==> src/rtl/clk_switch_ctrl_pkg.sv <==
// clk_switch_ctrl_pkg: FSM state encoding and counter sizing for the clock switch controller.
package clk_switch_ctrl_pkg;

   typedef enum logic [2:0] {
      RST_DIV,
      RST_SW,
      RST_CORE,
      IDLE,
      ISSUE,
      DWELL
   } clk_switch_ctrl_state_e;

   function automatic int cnt_width(input int a, input int b, input int c, input int d, input int e);
      int m;
      m = a;
      m = (b > m) ? b : m;
      m = (c > m) ? c : m;
      m = (d > m) ? d : m;
      m = (e > m) ? e : m;
      return $clog2(m) + 1;
   endfunction

   localparam int CNT_W = cnt_width(8, 8, 32, 16, 64);

endpackage

==> src/rtl/clk_switch_ctrl_cnt.sv <==
// clk_switch_ctrl_cnt: loadable down-counter that holds at zero; shared by every timed FSM state.
module clk_switch_ctrl_cnt
   import clk_switch_ctrl_pkg::*;
#(
   parameter int           W       = CNT_W,
   parameter logic [W-1:0] RST_VAL = '0
) (
   input  logic         clk,
   input  logic         rst_n,
   input  logic         load,
   input  logic [W-1:0] load_val,
   output logic [W-1:0] value,
   output logic         zero
);

   logic [W-1:0] cnt_q, cnt_d;

   assign value = cnt_q;
   assign zero  = (cnt_q == '0);

   always_comb begin
      cnt_d = load ? load_val : (zero ? cnt_q : cnt_q - W'(1));
   end

   always_ff @(posedge clk or negedge rst_n) begin
      if (!rst_n) cnt_q <= RST_VAL;
      else        cnt_q <= cnt_d;
   end

endmodule

==> src/rtl/clk_switch_ctrl.sv <==
// clk_switch_ctrl: reset sequencer plus two-requester round-robin arbiter for the clock switcher.
// Define CLK_SWITCH_CTRL_TIMEOUT_EN to abort unacknowledged switch commands after TIMEOUT_CYCLES.
module clk_switch_ctrl
   import clk_switch_ctrl_pkg::*;
#(
   parameter int DIV_RST_CYCLES  = 8,
   parameter int SW_RST_CYCLES   = 8,
   parameter int CORE_RST_CYCLES = 32,
   parameter int DWELL_CYCLES    = 16,
   parameter int SEL_W           = 1,
   parameter int TIMEOUT_CYCLES  = 64
) (
   input  logic             clk,
   input  logic             reset_n,
   output logic             reset_clkdivider,
   output logic             reset_clkswitcher,
   output logic             reset_core,
   output logic             init_done,
   input  logic             req0_val,
   output logic             req0_rdy,
   input  logic [SEL_W-1:0] req0_msg,
   input  logic             req1_val,
   output logic             req1_rdy,
   input  logic [SEL_W-1:0] req1_msg,
   output logic             switch_val,
   input  logic             switch_rdy,
   output logic [SEL_W-1:0] switch_msg,
   output logic [SEL_W-1:0] cur_sel,
   output logic             busy,
   output logic             switch_err
);

   localparam int CW = cnt_width(DIV_RST_CYCLES, SW_RST_CYCLES, CORE_RST_CYCLES, DWELL_CYCLES, TIMEOUT_CYCLES);

   clk_switch_ctrl_state_e state_q, state_d;
   logic             ptr_q, ptr_d;
   logic [SEL_W-1:0] switch_msg_q, switch_msg_d;
   logic [SEL_W-1:0] cur_sel_q, cur_sel_d;
   logic             switch_val_q, switch_val_d;
   logic             busy_q, busy_d;
   logic             rst_div_q, rst_div_d;
   logic             rst_sw_q, rst_sw_d;
   logic             rst_core_q, rst_core_d;
   logic             init_done_q, init_done_d;
   logic             cnt_load, cnt_zero;
   logic [CW-1:0]    cnt_load_val, cnt_val;
   logic             cnt_unused;
   logic             grant0, grant1, fire0, fire1;
   logic [SEL_W-1:0] fire_msg;

   clk_switch_ctrl_cnt #(
      .W       (CW),
      .RST_VAL (CW'(DIV_RST_CYCLES - 1))
   ) u_cnt (
      .clk      (clk),
      .rst_n    (reset_n),
      .load     (cnt_load),
      .load_val (cnt_load_val),
      .value    (cnt_val),
      .zero     (cnt_zero)
   );

   assign cnt_unused = ^cnt_val;

   // Pointer names the preferred requester when both are valid.
   assign grant0   = req0_val & (~req1_val | ~ptr_q);
   assign grant1   = req1_val & (~req0_val | ptr_q);
   assign req0_rdy = (state_q == IDLE) & grant0;
   assign req1_rdy = (state_q == IDLE) & grant1;
   assign fire0    = req0_val & req0_rdy;
   assign fire1    = req1_val & req1_rdy;
   assign fire_msg = fire0 ? req0_msg : req1_msg;

`ifdef CLK_SWITCH_CTRL_TIMEOUT_EN
   logic err_q, err_d;
`endif

   always_comb begin
      state_d      = state_q;
      ptr_d        = ptr_q;
      switch_msg_d = switch_msg_q;
      cur_sel_d    = cur_sel_q;
      cnt_load     = 1'b0;
      cnt_load_val = '0;
`ifdef CLK_SWITCH_CTRL_TIMEOUT_EN
      err_d        = err_q;
`endif
      case (state_q)
         RST_DIV: if (cnt_zero) begin
            state_d      = RST_SW;
            cnt_load     = 1'b1;
            cnt_load_val = CW'(SW_RST_CYCLES - 1);
         end
         RST_SW: if (cnt_zero) begin
            state_d      = RST_CORE;
            cnt_load     = 1'b1;
            cnt_load_val = CW'(CORE_RST_CYCLES - 1);
         end
         RST_CORE: if (cnt_zero) state_d = IDLE;
         IDLE: if (fire0 | fire1) begin
            ptr_d = fire0;
            if (fire_msg != cur_sel_q) begin
               switch_msg_d = fire_msg;
               state_d      = ISSUE;
`ifdef CLK_SWITCH_CTRL_TIMEOUT_EN
               cnt_load     = 1'b1;
               cnt_load_val = CW'(TIMEOUT_CYCLES - 1);
`endif
            end
         end
         ISSUE: if (switch_rdy) begin
            cur_sel_d    = switch_msg_q;
            state_d      = DWELL;
            cnt_load     = 1'b1;
            cnt_load_val = CW'(DWELL_CYCLES - 1);
         end
`ifdef CLK_SWITCH_CTRL_TIMEOUT_EN
         else if (cnt_zero) begin
            err_d        = 1'b1;
            state_d      = DWELL;
            cnt_load     = 1'b1;
            cnt_load_val = CW'(DWELL_CYCLES - 1);
         end
`endif
         DWELL: if (cnt_zero) state_d = IDLE;
         default: state_d = RST_DIV;
      endcase
      switch_val_d = (state_d == ISSUE);
      busy_d       = (state_d == ISSUE) | (state_d == DWELL);
      rst_div_d    = (state_d == RST_DIV);
      rst_sw_d     = rst_div_d | (state_d == RST_SW);
      rst_core_d   = rst_sw_d | (state_d == RST_CORE);
      init_done_d  = ~rst_core_d;
   end

   always_ff @(posedge clk or negedge reset_n) begin
      if (!reset_n) begin
         state_q      <= RST_DIV;
         ptr_q        <= 1'b0;
         switch_msg_q <= '0;
         cur_sel_q    <= '0;
         switch_val_q <= 1'b0;
         busy_q       <= 1'b0;
         rst_div_q    <= 1'b1;
         rst_sw_q     <= 1'b1;
         rst_core_q   <= 1'b1;
         init_done_q  <= 1'b0;
      end else begin
         state_q      <= state_d;
         ptr_q        <= ptr_d;
         switch_msg_q <= switch_msg_d;
         cur_sel_q    <= cur_sel_d;
         switch_val_q <= switch_val_d;
         busy_q       <= busy_d;
         rst_div_q    <= rst_div_d;
         rst_sw_q     <= rst_sw_d;
         rst_core_q   <= rst_core_d;
         init_done_q  <= init_done_d;
      end
   end

`ifdef CLK_SWITCH_CTRL_TIMEOUT_EN
   always_ff @(posedge clk or negedge reset_n) begin
      if (!reset_n) err_q <= 1'b0;
      else          err_q <= err_d;
   end
   assign switch_err = err_q;
`else
   assign switch_err = 1'b0;
`endif

   assign reset_clkdivider  = rst_div_q;
   assign reset_clkswitcher = rst_sw_q;
   assign reset_core        = rst_core_q;
   assign init_done         = init_done_q;
   assign switch_val        = switch_val_q;
   assign switch_msg        = switch_msg_q;
   assign cur_sel           = cur_sel_q;
   assign busy              = busy_q;

endmodule

==> config.mk <==
export PLATFORM = sky130hd
export DESIGN_NAME = clk_switch_ctrl
export DESIGN_NICKNAME = d
export VERILOG_FILES = /design/src/rtl/clk_switch_ctrl_pkg.sv /design/src/rtl/clk_switch_ctrl_cnt.sv /design/src/rtl/clk_switch_ctrl.sv
export SDC_FILE = /design/constraint.sdc
export NUM_CORES = 1
export LEC_CHECK = 0
export CAP_MARGIN = 20
export CORE_MARGIN = 10
export CORE_UTILIZATION = 45
export CTS_CLUSTER_DIAMETER = 40
export CTS_CLUSTER_SIZE = 40
export DETAILED_ROUTE_END_ITERATION = 12
export DONT_BUFFER_PORTS = 1
export HOLD_SLACK_MARGIN = 0.03
export PLACE_DENSITY_LB_ADDON = 0.08
export SYNTH_ARGS = -nofsm -noshare
export SYNTH_HDL_FRONTEND = slang
export SYNTH_HIERARCHICAL = 1
export SYNTH_SLANG_ARGS = --single-unit
==> constraint.sdc <==
create_clock -name clk -period 2.1 [get_ports clk]
set_input_delay 0.315 -clock clk [delete_from_list [all_inputs] [get_ports clk]]
set_output_delay 0.315 -clock clk [all_outputs]
set_load 0.01 [all_outputs]
==> impl_metrics.ini <==
[setup_path]
path_cells = or4_4 > nor2_2 > buf_4 > nand2_1 > nor2_1 > nor3_1 > o21a_1
cp.required_ps = 2290
cpMaxStageDelayCell = or4_4
path_max_fanout = 5
r2r_start = u_cnt/value[4]$_DFFE_PN0P_
r2r-end = state_q[0]$_DFF_PN0_
r2r_cells = 7
max_stage_delay_ps = 580
cp.arrival_ps = 2120
worstSetupPathType = reg -> reg
reg2reg_slack_ps = 170
end_kind = flip-flop
critPathLaunchType = flip-flop

[min_path]
hold_path.class = in -> reg
min_from = switch_rdy
hold-path-endpoint = switch_val$_DFF_PN0_
whs_path_depth = 1

[clocking]
clkLatencyLatePin_ps = 290
cts_root_buffer = clkbuf_4
cts_buffers = 3
tritoncts = built
clock_sinks = 19
ctsHtreeMaxLevel = 1
clk_pin_slew_worst_paths_ps = 110
clock_path_buffers = 2

[timing]
fmax_ghz = 0.5183
tightest_slew_ps = 860.0
maxSlewViolCount = 0
finalHoldViolations = 0
relSlewSlack_pct = 42.48
clock-skew-final_ps = 5.232
period_share_pct = 91.88
setup_slack_ps = 170.4
hold_slack_ps = 124.3
period_minus_slack_ps = 1930
setup-tns-final_ps = 0
finalSetupViolCount = 0

[placed_design]
place_area_sq_um = 1119
place_congestion = 0.7935
portBuffers = 0
dp_slack_ps = 137.1
hpwl_um = 1600
placed_cells = 143

[synth]
netlist-cell-type-count = 40
synth_area_sq_um = 1076
synth_flop_cell = dfrtp_1
ys_seq_elements = 19
synthArstFlopShare_pct = 100.0
yosysSeqAreaShare_pct = 44.88
yosysWarnings = 6
syn_area_per_cell_sq_um = 9.522
synth_edf_count = 0
postSynthCellCount = 113

[global_routing]
grt_pass1_wl_um = 3560
grt_start_max_net_pins = 20
first_global_vias = 799
antenna_found_initial = 0
grt_usage_pct = 9.755
grt-ovfl-total = 0

[floorplanning]
num_rows = 17
die-area_sq_um = 4747
die_x_um = 68.90
start_util_pct = 47.72
core-area_sq_um = 2255
die_h_um = 68.90
io_pins = 18

[route]
drc = 0
drtIter0Drc = 28
routedWlPerCell_um = 14.25
via_count = 793
routed_wl_um = 2109
drt.antenna.violating_nets = 0
dr.pass1.iters = 4
viasPerCell = 5.358

[final_layout]
final_area_sq_um = 1166
syn_to_final_growth_pct = 8.372
stdcell_count = 148
n_antenna_cell = 0
drive_above_1_share_pct = 20.83
nets = 130
fin_util_pct = 51.72

[run_status]
status = finished, final reports clean

[power]
p_per_area_nw_per_um2 = 1511
p_leak_nw = 0.5149
ir_drop_mv = 0.9193
totalPowerFinal_mw = 1.762

[flow_run]
drv_cap = 0
worst max-delay path, delay by kind of cell (launching register included):
family	cells	cell delay, ps
and+or+nand+nor	5	1050
DFF	1	430
AOI/OAI and AO/OA	1	190
buffers and inverters	1	150
Yosys cell counts (2+ instances only):
master | count | area [sq um]
o31ai_1 | 5 | 37.54
nand3_1 | 3 | 15.01
o21ai_0 | 4 | 20.02
nand2_1 | 15 | 56.30
buf_6 | 2 | 22.52
mux2i_1 | 2 | 20.02
nand2b_1 | 2 | 12.51
xnor2_1 | 3 | 26.28
a21oi_1 | 2 | 10.01
nor2_1 | 12 | 45.04
dfstp_2 | 6 | 157.7
dfrtp_1 | 13 | 325.3
nor3_1 | 6 | 30.03
o21a_1 | 3 | 22.52
ha_1 | 2 | 25.02
inv_1 | 9 | 33.78
registers in the layout, summed over array words and instances (netlist names):
signal and flops:
busy 1, cur_sel 1, init_done 1, ptr_q 1, reset_clkdivider 1, reset_clkswitcher 1
reset_core 1, state_q 3, switch_msg 1, switch_val 1, u_cnt/value 7
per-layer routing:
metal | share of wire, % | GRT usage (%) | vias up
li1 | - | - | 403
met1 | 45 | 11.84 | 372
met2 | 46 | 14.73 | 16
met3 | 7.9 | 5.153 | 2
met4 | 0.76 | 2.709 | 0
met5 | 0 | 0 | -
power by group:
group | switching (mW) | leakage, nW | internal, mW
sequential | 0.194 | 0.222 | 0.583
combinational | 0.434 | 0.277 | 0.368
clock | 0.109 | 0.0150 | 0.0738
total | 0.737 | 0.515 | 1.03
repair_timing:
action	CTS	global route
buffers inserted	0	0
hold buffers	1	0
resized for setup	0	3
endpoints found under the hold margin	19	0
setup endpoints to repair	0	7
final cells by class:
class,count,area (sq um)
repair buffers,5,40.04
flip-flops and latches,19,484.2
well taps,28,35.03
inverters,9,33.78
fillers,214,1089
clock buffers,4,26.28
multi-input cells,83,546.8
cell families after synthesis:
kind of cell | share of synthesized area [%]
adder cells (fa/ha/maj) | 2.325
multiplexers | 3.139
AO/OA/AOI/OAI | 16.28
other | 0.3485
XOR/XNOR | 2.442
buffers and inverters | 6.279
AND/OR/NAND/NOR | 24.30
flip-flops | 44.88
placed cells by master, fill, tap and decap left out, types with 4 or more instances in the layout:
master	n
buf_4	4
o31ai_1	5
nor2_1	11
nand2_1	15
o21ai_0	4
nor3_1	6
inv_1	9
dfstp_2	6
dfrtp_1	12
worst max path at each step:
stage | startpoint | end | depth (start not counted)
final | u_cnt/value[4]$_DFFE_PN0P_ | state_q[0]$_DFF_PN0_ | 7
after global routing | u_cnt/value[4]$_DFFE_PN0P_ | u_cnt/value[3]$_DFFE_PN0P_ | 8
after CTS | u_cnt/value[4]$_DFFE_PN0P_ | u_cnt/value[3]$_DFFE_PN0P_ | 7
after detailed placement | u_cnt/value[4]$_DFFE_PN0P_ | u_cnt/value[3]$_DFFE_PN0P_ | 7
after global placement | u_cnt/value[3]$_DFFE_PN0P_ | u_cnt/value[3]$_DFFE_PN0P_ | 7
after floorplan | u_cnt/value[4]$_DFFE_PN0P_ | u_cnt/value[3]$_DFFE_PN0P_ | 6
Power figures use the tool's default switching activity.
